**config.mk**
```make
export PLATFORM = sky130hd
export DESIGN_NAME = led_pwm_sequencer
export DESIGN_NICKNAME = d
export VERILOG_FILES = /design/src/rtl/led_pkg.sv /design/src/rtl/led_pwm_chan.sv /design/src/rtl/led_pwm_sequencer.sv
export SDC_FILE = /design/constraint.sdc
export NUM_CORES = 1
export LEC_CHECK = 0
export CORE_MARGIN = 5
export CORE_UTILIZATION = 57
export DETAILED_ROUTE_END_ITERATION = 6
export PLACE_DENSITY = 0.74
export SYNTH_ARGS = -nofsm -noshare
export SYNTH_HDL_FRONTEND = slang
export SYNTH_SLANG_ARGS = --single-unit
```
**constraint.sdc**
```tcl
create_clock -name clk -period 2.5 [get_ports clk]
set_clock_uncertainty 0.1 [all_clocks]
set_input_delay 0.625 -clock clk [delete_from_list [all_inputs] [get_ports clk]]
set_output_delay 0.625 -clock clk [all_outputs]
set_load 0.01 [all_outputs]
```
**src/rtl/led_pkg.sv**
```systemverilog
// led_pkg: mode encoding shared by the LED PWM sequencer and its channels
package led_pkg;
    localparam int MODE_W = 2;
    localparam logic [MODE_W-1:0] LED_OFF     = 2'd0;
    localparam logic [MODE_W-1:0] LED_STATIC  = 2'd1;
    localparam logic [MODE_W-1:0] LED_BLINK   = 2'd2;
    localparam logic [MODE_W-1:0] LED_BREATHE = 2'd3;
endpackage

```
**src/rtl/led_pwm_chan.sv**
```systemverilog
// led_pwm_chan: one LED channel with mode state, blink/breathe generators and frame-latched PWM compare
module led_pwm_chan
    import led_pkg::*;
#(
    parameter int PWM_BITS  = 8,
    parameter int BLINK_DIV = 64
) (
    input  logic                clk,
    input  logic                rst,
    input  logic [PWM_BITS-1:0] pwm_cnt_i,
    input  logic                frame_end_i,
    input  logic                step_tick_i,
    input  logic                cfg_we_i,
    input  logic [MODE_W-1:0]   cfg_mode_i,
    input  logic [PWM_BITS-1:0] cfg_level_i,
    output logic                led_o
);
    localparam int DIV_W = $clog2(BLINK_DIV + 1);
    logic [MODE_W-1:0]   mode_q, mode_d;
    logic [PWM_BITS-1:0] level_q, level_d, ramp_q, ramp_d, duty_q, duty_d, target, ramp_inc;
    logic [DIV_W-1:0]    div_q, div_d;
    logic                up_q, up_d, phase_q, phase_d, led_d, div_wrap;
    assign ramp_inc = ramp_q + 1'b1;
    assign div_wrap = div_q == DIV_W'(BLINK_DIV - 1);
    // a config write wins over a coincident step_tick for this channel
    always_comb begin
        mode_d  = mode_q;
        level_d = level_q;
        ramp_d  = ramp_q;
        up_d    = up_q;
        phase_d = phase_q;
        div_d   = div_q;
        if (cfg_we_i) begin
            mode_d  = cfg_mode_i;
            level_d = cfg_level_i;
            ramp_d  = '0;
            up_d    = 1'b1;
            phase_d = 1'b1;
            div_d   = '0;
        end else if (ramp_q > level_q) begin
            ramp_d = level_q;
            up_d   = 1'b0;
        end else if (step_tick_i) begin
            div_d   = div_wrap ? '0 : div_q + 1'b1;
            phase_d = phase_q ^ div_wrap;
            if (mode_q == LED_BREATHE) begin
                ramp_d = up_q ? ((ramp_q < level_q) ? ramp_inc : ramp_q)
                              : ((ramp_q != '0) ? ramp_q - 1'b1 : ramp_q);
                up_d   = up_q ? (ramp_inc < level_q) : (ramp_q <= PWM_BITS'(1));
            end
        end
    end
    assign target = (mode_q == LED_STATIC)  ? level_q :
                    (mode_q == LED_BLINK)   ? (phase_q ? level_q : '0) :
                    (mode_q == LED_BREATHE) ? ramp_q : '0;
    assign duty_d = frame_end_i ? target : duty_q;
    assign led_d  = pwm_cnt_i < duty_q;
    always_ff @(posedge clk) begin
        if (rst) begin
            mode_q  <= LED_OFF;
            level_q <= '0;
            ramp_q  <= '0;
            up_q    <= 1'b1;
            phase_q <= 1'b0;
            div_q   <= '0;
            duty_q  <= '0;
            led_o   <= 1'b0;
        end else begin
            mode_q  <= mode_d;
            level_q <= level_d;
            ramp_q  <= ramp_d;
            up_q    <= up_d;
            phase_q <= phase_d;
            div_q   <= div_d;
            duty_q  <= duty_d;
            led_o   <= led_d;
        end
    end
endmodule

```
**src/rtl/led_pwm_sequencer.sv**
```systemverilog
// led_pwm_sequencer: multi-channel LED PWM driver with prescaler, shared frame counter and config port
module led_pwm_sequencer
    import led_pkg::*;
#(
    parameter int CHANNELS  = 3,
    parameter int PWM_BITS  = 8,
    parameter int PRESCALE  = 4096,
    parameter int BLINK_DIV = 64,
    localparam int CHAN_W   = (CHANNELS > 1) ? $clog2(CHANNELS) : 1
) (
    input  logic                clk,
    input  logic                rst,
    input  logic                cfg_valid_i,
    output logic                cfg_ready_o,
    input  logic [CHAN_W-1:0]   cfg_chan_i,
    input  logic [MODE_W-1:0]   cfg_mode_i,
    input  logic [PWM_BITS-1:0] cfg_level_i,
    output logic [CHANNELS-1:0] led_o,
    output logic                step_tick_o
);
    localparam int PRE_W = $clog2(PRESCALE);
    logic [PRE_W-1:0]    pre_q, pre_d;
    logic [PWM_BITS-1:0] pwm_q;
    logic                frame_end, accept;
    assign pre_d     = (pre_q == PRE_W'(PRESCALE - 1)) ? '0 : pre_q + 1'b1;
    assign frame_end = pwm_q == '1;
    assign accept    = cfg_valid_i & cfg_ready_o;
    always_ff @(posedge clk) begin
        if (rst) begin
            pre_q       <= '0;
            pwm_q       <= '0;
            step_tick_o <= 1'b0;
            cfg_ready_o <= 1'b0;
        end else begin
            pre_q       <= pre_d;
            pwm_q       <= pwm_q + 1'b1;
            step_tick_o <= pre_d == PRE_W'(PRESCALE - 1);
            cfg_ready_o <= 1'b1;
        end
    end
    // out-of-range channel numbers are accepted but match no channel
    for (genvar i = 0; i < CHANNELS; i++) begin : g_chan
        led_pwm_chan #(
            .PWM_BITS  (PWM_BITS),
            .BLINK_DIV (BLINK_DIV)
        ) u_chan (
            .clk         (clk),
            .rst         (rst),
            .pwm_cnt_i   (pwm_q),
            .frame_end_i (frame_end),
            .step_tick_i (step_tick_o),
            .cfg_we_i    (accept && (cfg_chan_i == CHAN_W'(i))),
            .cfg_mode_i  (cfg_mode_i),
            .cfg_level_i (cfg_level_i),
            .led_o       (led_o[i])
        );
    end
endmodule

```
; After elaboration in Yosys (flattened, before gate mapping)
; Cells that the tools add are included.
[totals]
reg_bits = 130
elab_cells = 174
in_bits = 15
output_inout_bits = 5
[classes]
n_eq_ne = 23
n_bitwise = 7
magnitude_cmp = 15
reduce_logical = 34
mux = 56
add_sub_neg = 11
[op_table]
columns = operator, n
row1 = 8-bit two-way mux, 30
row2 = 8-bit < comparator, 9
row3 = 8-bit by 1-bit adder with 8-bit output (second input constant), 4
row4 = 12-bit == test (second input constant), 2
row5 = 8-bit greater-than comparator, 3
row6 = 8-bit by 1-bit <= comparator with 1-bit output (second input constant), 3
row7 = 8-bit nonzero test, 3
row8 = 8-bit by 1-bit subtractor with 8-bit output (second input constant), 3
row9 = 1-bit two-way mux, 22
row10 = 7-bit by 1-bit adder with 7-bit output (second input constant), 3
row11 = 7-bit by 6-bit == test with 1-bit output (second input constant), 3
row12 = 7-bit two-way mux, 3
row13 = 2-bit AND reduction, 9
row14 = 2-bit nonzero test, 9
row15 = 2-bit == test (second input constant), 7
row16 = 12-bit by 1-bit adder with 12-bit output (second input constant), 1
row17 = 12-bit two-way mux, 1
row18 = 4-bit AND reduction, 3
row19 = 3-bit != test (second input constant), 3
row20 = 3-bit nonzero test, 3
row21 = 2-bit by 1-bit == test with 1-bit output (second input constant), 4
row22 = 8-bit == test (second input constant), 1
row23 = 2-bit by 1-bit != test with 1-bit output (second input constant), 3
row24 = 2-bit OR reduction, 3
row25 = 5 further kinds, 11

; Depth between registers and ports, before layout
; Gate-level depths: netlist of run 1.
[logic_depth]
word_depth = 6
ltp_mapped = 12
ltp_nobuf = 11

; Cells and area by module
; Synthesis of run 1 repeated with hierarchy kept, for this count alone.
[unflattened]
cells_unflattened = 988
area_unflattened_um2 = 8370.5
[by_module_without_submodules]
columns = mod, area_each_um2, seq_area_each_um2, n_inst, cells_each
row1 = led_pwm_chan, 2471.1, 720.7, 3, 294
row2 = led_pwm_sequencer, 957.2, 440.4, 1, 106

; Least setup slack after synthesis of run 1
; No wires, ideal clock.
[synth_path]
path_kind = reg2reg
start = register g_chan[0].u_chan.ramp_q[0]
end = register g_chan[0].u_chan.up_q
period_less_slack_ps = 2304
path_buffers = 1
path_slack_ps = 196
setup_time_ps = 114
path_stages_with_launch = 12
arrival_time_ps = 2090
t_required_ps = 2286
cell_sequence = dfxtp_1 -> clkbuf_1 -> inv_1 -> ha_1 -> ha_1 -> nor2b_1 -> o21ai_0 -> a21oi_1 -> o2111ai_1 -> a21oi_1 -> o2bb2ai_1 -> a21o_1
[synth_via]
elab_chain_cells = 6
elab_cells_between_ends = 11
cone_classes = add/sub (1) / order compare (3) / mux (4) / reduce/logical (3)
[synth_rtl]
columns = item, line
row1 = "start, declared", led_pwm_chan.sv:20  ; logic [PWM_BITS-1:0] level_q, level_d, ramp_q, ramp_d, duty_q, duty_d, target, ramp_inc;
row2 = "start signal, assigned", led_pwm_chan.sv:71  ; ramp_q <= ramp_d;
row3 = 8-bit by 1-bit adder with 8-bit output, led_pwm_chan.sv:23  ; assign ramp_inc = ramp_q + 1'b1;
row4 = 8-bit < comparator, led_pwm_chan.sv:49  ; up_d = up_q ? (ramp_inc < level_q) : (ramp_q <= PWM_BITS'(1));
row5 = 1-bit two-way mux, led_pwm_chan.sv:49
row6 = 1-bit two-way mux, led_pwm_chan.sv:46  ; if (mode_q == LED_BREATHE) begin
row7 = 1-bit two-way mux, led_pwm_chan.sv:43  ; end else if (step_tick_i) begin
row8 = 1-bit two-way mux, led_pwm_chan.sv:40  ; end else if (ramp_q > level_q) begin
row9 = "end signal, assigned", led_pwm_chan.sv:72  ; up_q <= up_d;
row10 = "end, declared", led_pwm_chan.sv:22  ; logic up_q, up_d, phase_q, phase_d, led_d, div_wrap;
; Several ways; a longest one is shown, not always the timed one. The select of a mux whose other input is x is not followed.
; A chain may end at the register's enable or synchronous reset.

; Final worst setup path of run 1
[layout_path]
start = register g_chan[1].u_chan.ramp_q[1]
end = register g_chan[1].u_chan.up_q
[layout_via]
elab_chain_cells = 6
elab_cells_between_ends = 11
cone_classes = add/sub (1) / order compare (3) / mux (4) / reduce/logical (3)
[layout_rtl]
columns = item, line
row1 = "start, declared", led_pwm_chan.sv:20
row2 = "start signal, assigned", led_pwm_chan.sv:71
row3 = 8-bit by 1-bit adder with 8-bit output, led_pwm_chan.sv:23
row4 = 8-bit < comparator, led_pwm_chan.sv:49
row5 = 1-bit two-way mux, led_pwm_chan.sv:49
row6 = 1-bit two-way mux, led_pwm_chan.sv:46
row7 = 1-bit two-way mux, led_pwm_chan.sv:43
row8 = 1-bit two-way mux, led_pwm_chan.sv:40
row9 = "end signal, assigned", led_pwm_chan.sv:72
row10 = "end, declared", led_pwm_chan.sv:22
; Several ways; a longest one is shown, not always the timed one. The select of a mux whose other input is x is not followed.

==> impl_metrics.toml, run 1 <==
[placed_design]
io_buffer_count = 19
globalplace.congestion = 0.9013
dpl_worst_slack_ns = 0.03453
place.detailed.hpwl_mm = 14.21
place.detailed.instances = 1216

[drt]
vias_per_cell = 5.779
routed_wl_mm = 19.20
drt_iter0_drc = 499
vias = 7218
remaining_drc_errors = 0
avgRoutedWirePerCell_um = 15.37
antenna_left = 0
dr.pass1.iters = 5

[floorplan]
fp.dieArea_um2 = 16670
initial_utilization_pct = 58.27
floorplan.die.width_um = 129.1
core_region_area_um2 = 13880
io_pins = 20
die_y_um = 129.1
rows = 43

[power_and_ir_drop]
power_per_cell_area_nw_per_um2 = 829.6
leakagePower_nw = 3.488
vdd.ir_drop.worst_mv = 0.5935

[run]
max_cap_viol_count = 0

[logic_synthesis]
synth.lib_cells_used.distinct = 56
yosys.area_share.simple_pct = 19.91
synth.top_cells.by_area = "sky130_fd_sc_hd__dfxtp_1, sky130_fd_sc_hd__ha_1, sky130_fd_sc_hd__nand2_1"
synthesis.instances = 1021
synth-seq-area-share_pct = 32.18
post_synth_mux_area_share_pct = 1.300
synth_edf_count = 0
synth.ff_latch_count = 130
synth_top_area_share_pct = 32.18
yosys.area_share.adder_pct = 13.46
synth_top_cell_by_area = "sky130_fd_sc_hd__dfxtp_1"
synth-main-ff-cell = "sky130_fd_sc_hd__dfxtp_1"
synth_top_family_by_area = "compound AO/OA/AOI/OAI gates"
synth_area_um2 = 8088
yosys_warnings = 0
synthesis.area_per_instance_um2 = 7.921
synth-async-reset-ratio_pct = 0
syn-num-nets = 1123
synth_compound_area_share_pct = 20.22
xor_and_xnor_fraction_of_the_mapped_netlist_area_pct = 6.822

[cells_and_area]
finalNetCount = 1158
synthToLayoutAreaGrowth_pct = 15.01
layout.filler_cells = 1169
drive_above_1_share_pct = 10.38
commonest_non_fill_non_tap_cell_in_the_layout = "sky130_fd_sc_hd__nand2_1"
final_cell_count_no_fill = 1249
top_library_cells_by_usage_in_the_layout_fill_and_taps_aside = "sky130_fd_sc_hd__nand2_1, sky130_fd_sc_hd__dfxtp_1, sky130_fd_sc_hd__nor2_1, sky130_fd_sc_hd__ha_1, sky130_fd_sc_hd__a21oi_1"
antenna_cells_inserted = 0

[worst_setup_path]
cp.required_ns = 2.72
critPathCaptureType = "register"
cp_data_arrival_time_ns = 2.55
worstPathMaxFanout = 8
cp-start-kind = "register"
critical_path_class = "reg2reg"
reg2reg_slack_ns = 0.16
r2r_cells = 11
r2r-end = "g_chan[1].u_chan.up_q$_SDFFE_PP1P_"
worst_r2r_startpoint = "g_chan[1].u_chan.ramp_q[1]$_SDFFE_PP0P_"

[sta]
max_freq_mhz = 428.0
timing_max_transition_violations_final = 0
crit_share_post_route_pct = 93.46
setup_violations = 0
rsz_0062_raised_after_global_routing = "no"
total_count_of_hold_check_failures_in_the_final_report = 0
relative_slew_margins_pct = 58.98
timing.hold.ws_ns = 0.3472
finalSetupTns_ns = 0
max_slew.worst_pin.slew_ns = 0.6130
setup_ws_ns = 0.1635
finalWorstPathRequiredPeriod_ns = 2.336

[clocking]
htree_levels = 4
cts.reportedPaths.clkPinSlew_ns = 0.06
clock_tree.buffer_depth = 2
post_cts_hold_buffer_count = 0
tritoncts = "yes"
cts-root-buf = "sky130_fd_sc_hd__clkbuf_16"
cts-buffers-inserted = 17
worstSkewPairLatency_ns = 0.42
tritoncts_num_sinks = 130

[min_path]
min_delay_path_depth = 1
holdCritPathClass = "reg2reg"
holdPathEnd = "g_chan[0].u_chan.div_q[6]$_SDFFE_PP0P_"
hp-start = "g_chan[0].u_chan.div_q[6]$_SDFFE_PP0P_"

[grt]
grt_pass1_vias = 6741
grt_start_max_net_pins = 49
grt_antenna_before_repair = 0
grt_overflow_total = 0
gr-usage-all-layers_pct = 24.17
grt_first_pass_wirelength_mm = 32.78

[status]
run_status = "finished, final reports clean"
-- worst max-delay path: stages, from the launching register on --
cell	delay [ns]
sky130_fd_sc_hd__dfxtp_2	0.40
sky130_fd_sc_hd__ha_1	0.22
sky130_fd_sc_hd__and3_1	0.26
sky130_fd_sc_hd__nand3_1	0.11
sky130_fd_sc_hd__xnor2_1	0.16
sky130_fd_sc_hd__ha_1	0.27
sky130_fd_sc_hd__o21ai_0	0.06
sky130_fd_sc_hd__a21oi_1	0.13
sky130_fd_sc_hd__a21oi_1	0.08
sky130_fd_sc_hd__o21ai_0	0.15
sky130_fd_sc_hd__o21ai_0	0.12
sky130_fd_sc_hd__a21o_1	0.18
-- worst max-delay path by stage --
stage	start	cells past startpoint	end	slack, ns
floorplan	g_chan[0].u_chan.ramp_q[0]$_SDFFE_PP0P_	11	g_chan[0].u_chan.up_q$_SDFFE_PP1P_	0.20
global placement	cfg_valid_i	7	g_chan[2].u_chan.ramp_q[7]$_SDFFE_PP0P_	0.07
detailed placement	cfg_valid_i	7	g_chan[2].u_chan.ramp_q[3]$_SDFFE_PP0P_	0.03
CTS	g_chan[0].u_chan.level_q[7]$_SDFFE_PP0P_	9	g_chan[0].u_chan.ramp_q[4]$_SDFFE_PP0P_	0.07
global route	g_chan[1].u_chan.level_q[5]$_SDFFE_PP0P_	11	g_chan[1].u_chan.ramp_q[2]$_SDFFE_PP0P_	0.01
finish	g_chan[1].u_chan.ramp_q[1]$_SDFFE_PP0P_	11	g_chan[1].u_chan.up_q$_SDFFE_PP1P_	0.16
-- power by group --
part / internal (mW) / switching, mW
Clock: 1.60 / 0.946
Sequential: 2.24 / 0.248
Combinational: 1.16 / 1.52
Total: 5.00 / 2.71
-- synthesized netlist by cell type (all sizes together), types with 10 or more instances --
cell    count
a211oi     45
a21o       14
a21oi      82
a22oi      24
and3       12
buf        15
clkbuf     44
dfxtp     130
ha         87
inv        60
nand2     132
nand3      36
nand4      15
nor2       92
nor2b      10
nor3       22
o21ai      62
xnor2      32
xor2       31
-- layout make-up --
cell class              instances  area [um^2]  share of cell area, %
clock buffers                  20        446.7                  4.802
clock inverters                12        155.1                  1.668
inverters                      60        225.2                  2.421
multi-input cells             772         5009                  53.85
flip-flops and latches        130         2610                  28.06
well taps                     180        225.2                  2.421
repair buffers                 75        630.6                  6.780
-- layer usage --
| metal | vias to the layer above | share of wire, % | track usage [%] |
|---|---|---|---|
| li1 | 3661 | - | - |
| met1 | 3351 | 48 | 33.58 |
| met2 | 175 | 46 | 38.63 |
| met3 | 31 | 4.3 | 3.875 |
| met4 | 0 | 1.6 | 7.659 |
| met5 | - | 0 | 0 |
-- registers in the layout, indices dropped and copies added, names as in the netlist --
| signal | flops |
|---|---|
| g_chan.u_chan.phase_q | 3 |
| g_chan.u_chan.up_q | 3 |
| g_chan.u_chan.mode_q | 6 |
| g_chan.u_chan.duty_q | 24 |
| step_tick_o | 1 |
| pwm_q | 8 |
| g_chan.u_chan.ramp_q | 24 |
| cfg_ready_o | 1 |
| g_chan.u_chan.led_o | 3 |
| g_chan.u_chan.div_q | 21 |
| pre_q | 12 |
| g_chan.u_chan.level_q | 24 |
-- timing repair --
item | CTS | global route
setup endpoints to repair | 0 | 16
resized for setup | 0 | 10
setup buffers | 0 | 1
-- through the flow --
stage	cell area, um^2	utilization (%)	total power, mW
final	9301	67.01	7.716
after global routing	9301	67.01	8.190
after detailed placement	8667	62.44	5.146
after global placement	8667	62.44	5.102
after floorplan	8088	-	4.385
after CTS	9269	66.77	7.697
-- logic make-up after synthesis --
kind of cell | after synthesis
AO/OA/AOI/OAI | 261
XOR/XNOR | 63
adder cells (fa/ha/maj) | 87
buffers and inverters | 119
flip-flops | 130
multiplexers | 10
AND/OR/NAND/NOR | 351
No activity file was read; power rests on OpenSTA's default activity.
==> run 2: changes to the inputs <==
--- a/config.mk
+++ b/config.mk
@@ -5,6 +5,7 @@
 export SDC_FILE = /design/constraint.sdc
 export NUM_CORES = 1
 export LEC_CHECK = 0
+export ABC_AREA = 1
 export CORE_MARGIN = 5
 export CORE_UTILIZATION = 57
 export DETAILED_ROUTE_END_ITERATION = 6
==> run 2 against run 1 <==
Fmax rose by 0.21%; critical endpoint is now step_tick_o; first-iteration DRC count rose by 20%; combinational power grew 120%; die area rose by 8.1%; sequential power increased by 6%; worst hold slack better by 0.011 ns; power rose by 51%; area after synthesis grew 8.8%; non-clock buffer count shrank 31; critical path depth fell by 10; design area is 6.0% higher; wire length grew 16%; largest cell class unchanged.
==> impl_metrics.toml, run 2 <==
[placed_design]
dpl_worst_slack_ns = 0.1384
place.detailed.hpwl_mm = 16.64
globalplace.congestion = 0.9202
io_buffer_count = 19

[logic_synthesis]
synth.ff_latch_count = 130
synth-async-reset-ratio_pct = 0
synth-main-ff-cell = "sky130_fd_sc_hd__dfxtp_1"
synthesis.instances = 1256
synth.lib_cells_used.distinct = 44
synth_area_um2 = 8796
synth-seq-area-share_pct = 29.59
yosys_warnings = 0
xor_and_xnor_fraction_of_the_mapped_netlist_area_pct = 2.688
synth.top_cells.by_area = "sky130_fd_sc_hd__dfxtp_1, sky130_fd_sc_hd__ha_1, sky130_fd_sc_hd__nand2_1"
synth_common_cells = "sky130_fd_sc_hd__nand2_1, sky130_fd_sc_hd__inv_1, sky130_fd_sc_hd__dfxtp_1"
synth_top_family_by_area = "simple AND/OR/NAND/NOR gates"
yosys.area_share.simple_pct = 29.82
yosys.area_share.adder_pct = 12.38
post-synth-top-count-cell = "sky130_fd_sc_hd__nand2_1"
post_synth_mux_area_share_pct = 0
synth_edf_count = 0
synthesis.area_per_instance_um2 = 7.003
synth_top_area_share_pct = 29.59
syn-num-nets = 1358
synth_top_cell_by_area = "sky130_fd_sc_hd__dfxtp_1"
synth_compound_area_share_pct = 15.87

[clocking]
clock_tree.buffer_depth = 2
post_cts_hold_buffer_count = 0
tritoncts_num_sinks = 130
cts-root-buf = "sky130_fd_sc_hd__clkbuf_16"
cts.reportedPaths.clkPinSlew_ns = 0.06
tritoncts = "yes"
htree_levels = 4
cts-buffers-inserted = 17
worstSkewPairLatency_ns = 0.42

[cells_and_area]
antenna_cells_inserted = 0
synthToLayoutAreaGrowth_pct = 12.09
registers_with_the_highest_flip_flop_counts = "g_chan.u_chan.duty_q: 24 flops, g_chan.u_chan.level_q: 24 flops, g_chan.u_chan.ramp_q: 24 flops"
drive_above_1_share_pct = 8.753
commonest_non_fill_non_tap_cell_in_the_layout = "sky130_fd_sc_hd__nand2_1"
layout.filler_cells = 1342
finalNetCount = 1380
top_library_cells_by_usage_in_the_layout_fill_and_taps_aside = "sky130_fd_sc_hd__nand2_1, sky130_fd_sc_hd__inv_1, sky130_fd_sc_hd__dfxtp_1, sky130_fd_sc_hd__a21oi_1, sky130_fd_sc_hd__nor2_1"

[worst_setup_path]
critical_path_class = "reg2out"
cp_data_arrival_time_ns = 1.61
cp-start-kind = "register"
reg2reg_slack_ns = 0.30
critical_path.top_delay_family = "buffers and inverters"
critPathCaptureType = "output port"
critPathSlowestCell = "sky130_fd_sc_hd__clkdlybuf4s50_1"
cp-startpoint = "step_tick_o$_SDFF_PP0_"
critical_path.n_buffers_inverters = 1
cp_cell_sequence = "clkdlybuf4s50_1"
worst_r2r_startpoint = "g_chan[2].u_chan.ramp_q[0]$_SDFFE_PP0P_"
cp.required_ns = 1.77
r2r-end = "g_chan[2].u_chan.up_q$_SDFFE_PP1P_"
r2r_cells = 14
cpPeakStageDelay_ns = 0.62
worstPathMaxFanout = 5

[min_path]
hp-start = "g_chan[1].u_chan.duty_q[2]$_SDFFE_PP0N_"
min_delay_path_depth = 2
holdPathEnd = "g_chan[1].u_chan.duty_q[2]$_SDFFE_PP0N_"
holdCritPathClass = "reg2reg"

[sta]
max_freq_mhz = 428.9
timing.hold.ws_ns = 0.3581
relative_slew_margins_pct = 58.09
finalWorstPathRequiredPeriod_ns = 2.332
timing_max_transition_violations_final = 0
rsz_0062_raised_after_global_routing = "no"
total_count_of_hold_check_failures_in_the_final_report = 0
setup_ws_ns = 0.1683
crit_share_post_route_pct = 93.27
finalSetupTns_ns = 0
max_slew.worst_pin.slew_ns = 0.6245
setup_violations = 0

[drt]
avgRoutedWirePerCell_um = 15.00
antenna_left = 0
vias = 8266
vias_per_cell = 5.589
drt_iter0_drc = 600
remaining_drc_errors = 0
routed_wl_mm = 22.18
dr.pass1.iters = 7

[power_and_ir_drop]
leakagePower_nw = 4.434
totalPowerFinal_mw = 11.63
power_per_cell_area_nw_per_um2 = 1179
vdd.ir_drop.worst_mv = 0.8488

[floorplan]
core_region_area_um2 = 15150
floorplan.die.width_um = 134.2
io_pins = 20
rows = 45
initial_utilization_pct = 58.08
die_y_um = 134.2
fp.dieArea_um2 = 18020

[grt]
grt_pass1_vias = 7782
grt_first_pass_wirelength_mm = 37.52
grt_start_max_net_pins = 47
grt_antenna_before_repair = 0
grt_overflow_total = 0
gr-usage-all-layers_pct = 25.44

[status]
run_status = "finished, final reports clean"

[run]
max_cap_viol_count = 0
==> run 2: changes by cell type after synthesis, sizes merged, moves of 31 or more <==
| cell | change |
|---|---|
| nand2 | +150 |
| inv | +94 |
| nand3 | +65 |
| a21oi | +41 |
| a211oi | -39 |
| nor2 | +31 |
==> run 2: timing repair <==
item                       CTS  global route
resized for setup            0             3
setup endpoints to repair    0             2
buffers inserted             0             0
==> run 2: per-stage QoR <==
step / instance area (um^2) / cells / util (%)
after global placement: 9150 / 1447 / 60.41
final: 9859 / 1479 / 65.10
after CTS: 9856 / 1479 / 65.07
after floorplan: 8796 / 1256 / -
after detailed placement: 9150 / 1447 / 60.41
after global routing: 9859 / 1479 / 65.10
==> run 2: worst register-to-register path: stages (launching register included) <==
cell                       delay [ns]
sky130_fd_sc_hd__dfxtp_1         0.47
sky130_fd_sc_hd__ha_1            0.22
sky130_fd_sc_hd__nand2_1         0.07
sky130_fd_sc_hd__nor2_1          0.19
sky130_fd_sc_hd__nand3_1         0.10
sky130_fd_sc_hd__nand2_1         0.11
sky130_fd_sc_hd__inv_1           0.05
sky130_fd_sc_hd__ha_1            0.26
sky130_fd_sc_hd__nand2_1         0.08
sky130_fd_sc_hd__nor2_1          0.05
sky130_fd_sc_hd__a211oi_1        0.16
sky130_fd_sc_hd__nand2_1         0.10
sky130_fd_sc_hd__nand2_1         0.07
sky130_fd_sc_hd__nand3_1         0.07
sky130_fd_sc_hd__nand2_1         0.07
==> run 2: metal layers <==
metal / wire length (um) / vias up / global-route usage, %
met5: 0 / - / 0
met4: 621 / 0 / 10.52
met3: 1148 / 45 / 4.539
met2: 10070 / 209 / 41.03
met1: 10340 / 3802 / 33.67
li1: - / 4210 / -
==> run 2: worst max path at each step <==
stage / depth (start not counted) / endpoint / slack, ns
floorplan: 13 / g_chan[0].u_chan.up_q$_SDFFE_PP1P_ / 0.59
CTS: 1 / step_tick_o / 0.17
global placement: 7 / g_chan[1].u_chan.ramp_q[4]$_SDFFE_PP0P_ / 0.14
global route: 14 / g_chan[1].u_chan.up_q$_SDFFE_PP1P_ / 0.07
detailed placement: 7 / g_chan[1].u_chan.div_q[4]$_SDFFE_PP0P_ / 0.14
finish: 1 / step_tick_o / 0.17
==> run 2: logic make-up after synthesis <==
group / after synthesis
AO/OA/AOI/OAI: 259
flip-flops: 130
adder cells (fa/ha/maj): 87
XOR/XNOR: 27
buffers and inverters: 195
AND/OR/NAND/NOR: 558
==> run 2: power breakdown <==
group / internal, mW / leakage (nW) / switching, mW
clock network: 2.03 / 0.341 / 0.952
registers: 2.29 / 1.06 / 0.355
logic: 2.03 / 3.04 / 3.97
total: 6.35 / 4.43 / 5.28
==> run 2: cell type report <==
class | instances | area [um^2] | share of cell area [%]
Multi-Input combinational cell | 931 | 5344 | 54.20
Inverter | 154 | 578.1 | 5.863
Sequential cell | 130 | 2606 | 26.43
Clock buffer | 20 | 456.7 | 4.632
Tap cell | 188 | 235.2 | 2.386
Clock inverter | 12 | 249.0 | 2.525
Timing Repair Buffer | 44 | 390.4 | 3.959
==> patch: new RTL, config.mk and constraints of run 2 <==
`MODE_W`: 2 -> 4.
--- a/src/rtl/led_pkg.sv
+++ b/src/rtl/led_pkg.sv
@@ -1,6 +1,6 @@
 // led_pkg: mode encoding shared by the LED PWM sequencer and its channels
 package led_pkg;
-    localparam int MODE_W = 2;
+    localparam int MODE_W = 4;
     localparam logic [MODE_W-1:0] LED_OFF     = 2'd0;
     localparam logic [MODE_W-1:0] LED_STATIC  = 2'd1;
     localparam logic [MODE_W-1:0] LED_BLINK   = 2'd2;
Ports: changed (resized cfg_mode_i); port bits go from 20 to 22. The function was not compared with the original's and may differ.
==> patch against run 2 <==
- sequential cell count rose by 6
- worst hold slack lost 0.0088 ns
- routed wire length down 1.8%
- count of clock-buffer cells in the layout shrank 3
- worst setup slack improved by 0.032 ns
- power down 20%
- synthesized area up 1.7%
- final area is 1.2% higher
- cell count rose by 4.6%
- critical path type is now reg2reg
==> patch: results <==
[run_status]
outcome = "finished, final reports clean"

[placed_design]
preCtsSetupSlack_ns = -0.0152
port-buffer-count = 21
gp_congestion = 0.954

[yosys]
yosysSeqAreaShare_pct = 30.4
synth_compound_area_share_pct = 16.1
ys_top_cells_by_count = "265 x nand2_1, 166 x inv_1, 138 x nor2_1"
syn_nets = 1403
synthXorXnorAreaFrac_pct = 3.51

[drt]
wl_um = 21800
wl_met1_um = 10100
dr_wl_met3_um = 1150
num_vias = 8373

[setup_path]
slowest_delay_ns = 0.37
r2r-start = "g_chan[0].u_chan.level_q[5]"
cp_max_fo = 12
worstPathArrival_ns = 2.51
r2r_cells = 13
r2r_slack_ns = 0.20
cp-end-kind = "register"
cp_num_buf_inv = 3

[finish]
multi_input_area_um2 = 5360
stdcell_area_um2 = 9980
num-clock-buffers = 17
drive_above_1_share_pct = 8.61
regArea_um2 = 2730

[global_routing]
use_met1_pct = 33.1
grt_max_degree = 59
grt_pass1_wl_um = 36700
grt_use_total_pct = 24.5
met3_usage_pct = 3.53

[timing]
setup_slack_ns = 0.200
slew_headroom_pct = 53.3
-- patch: worst min-delay path by stage --
stage	start	end	slack, ns
after global placement	g_chan[1].u_chan.mode_q[2]	g_chan[1].u_chan.mode_q[2]	0.34
after global routing	g_chan[1].u_chan.mode_q[2]	g_chan[1].u_chan.mode_q[2]	0.37
after CTS	g_chan[0].u_chan.duty_q[0]	g_chan[0].u_chan.duty_q[0]	0.35
after floorplan	g_chan[0].u_chan.duty_q[0]	g_chan[0].u_chan.duty_q[0]	0.32
final	g_chan[0].u_chan.duty_q[0]	g_chan[0].u_chan.duty_q[0]	0.35
after detailed placement	g_chan[1].u_chan.div_q[6]	g_chan[1].u_chan.div_q[6]	0.34
-- patch: tightest hold or removal path, cell delays in order, from the launching register on --
cell	delay, ns
dfxtp_1	0.29
inv_1	0.05
a21oi_1	0.05
-- patch: through the flow --
stage | setup TNS, ns | instances
finish | 0 | 1547
CTS | 0 | 1547
global placement | 0 | 1515
global route | 0 | 1547
floorplan | 0 | 1299
detailed placement | -0.0558 | 1515
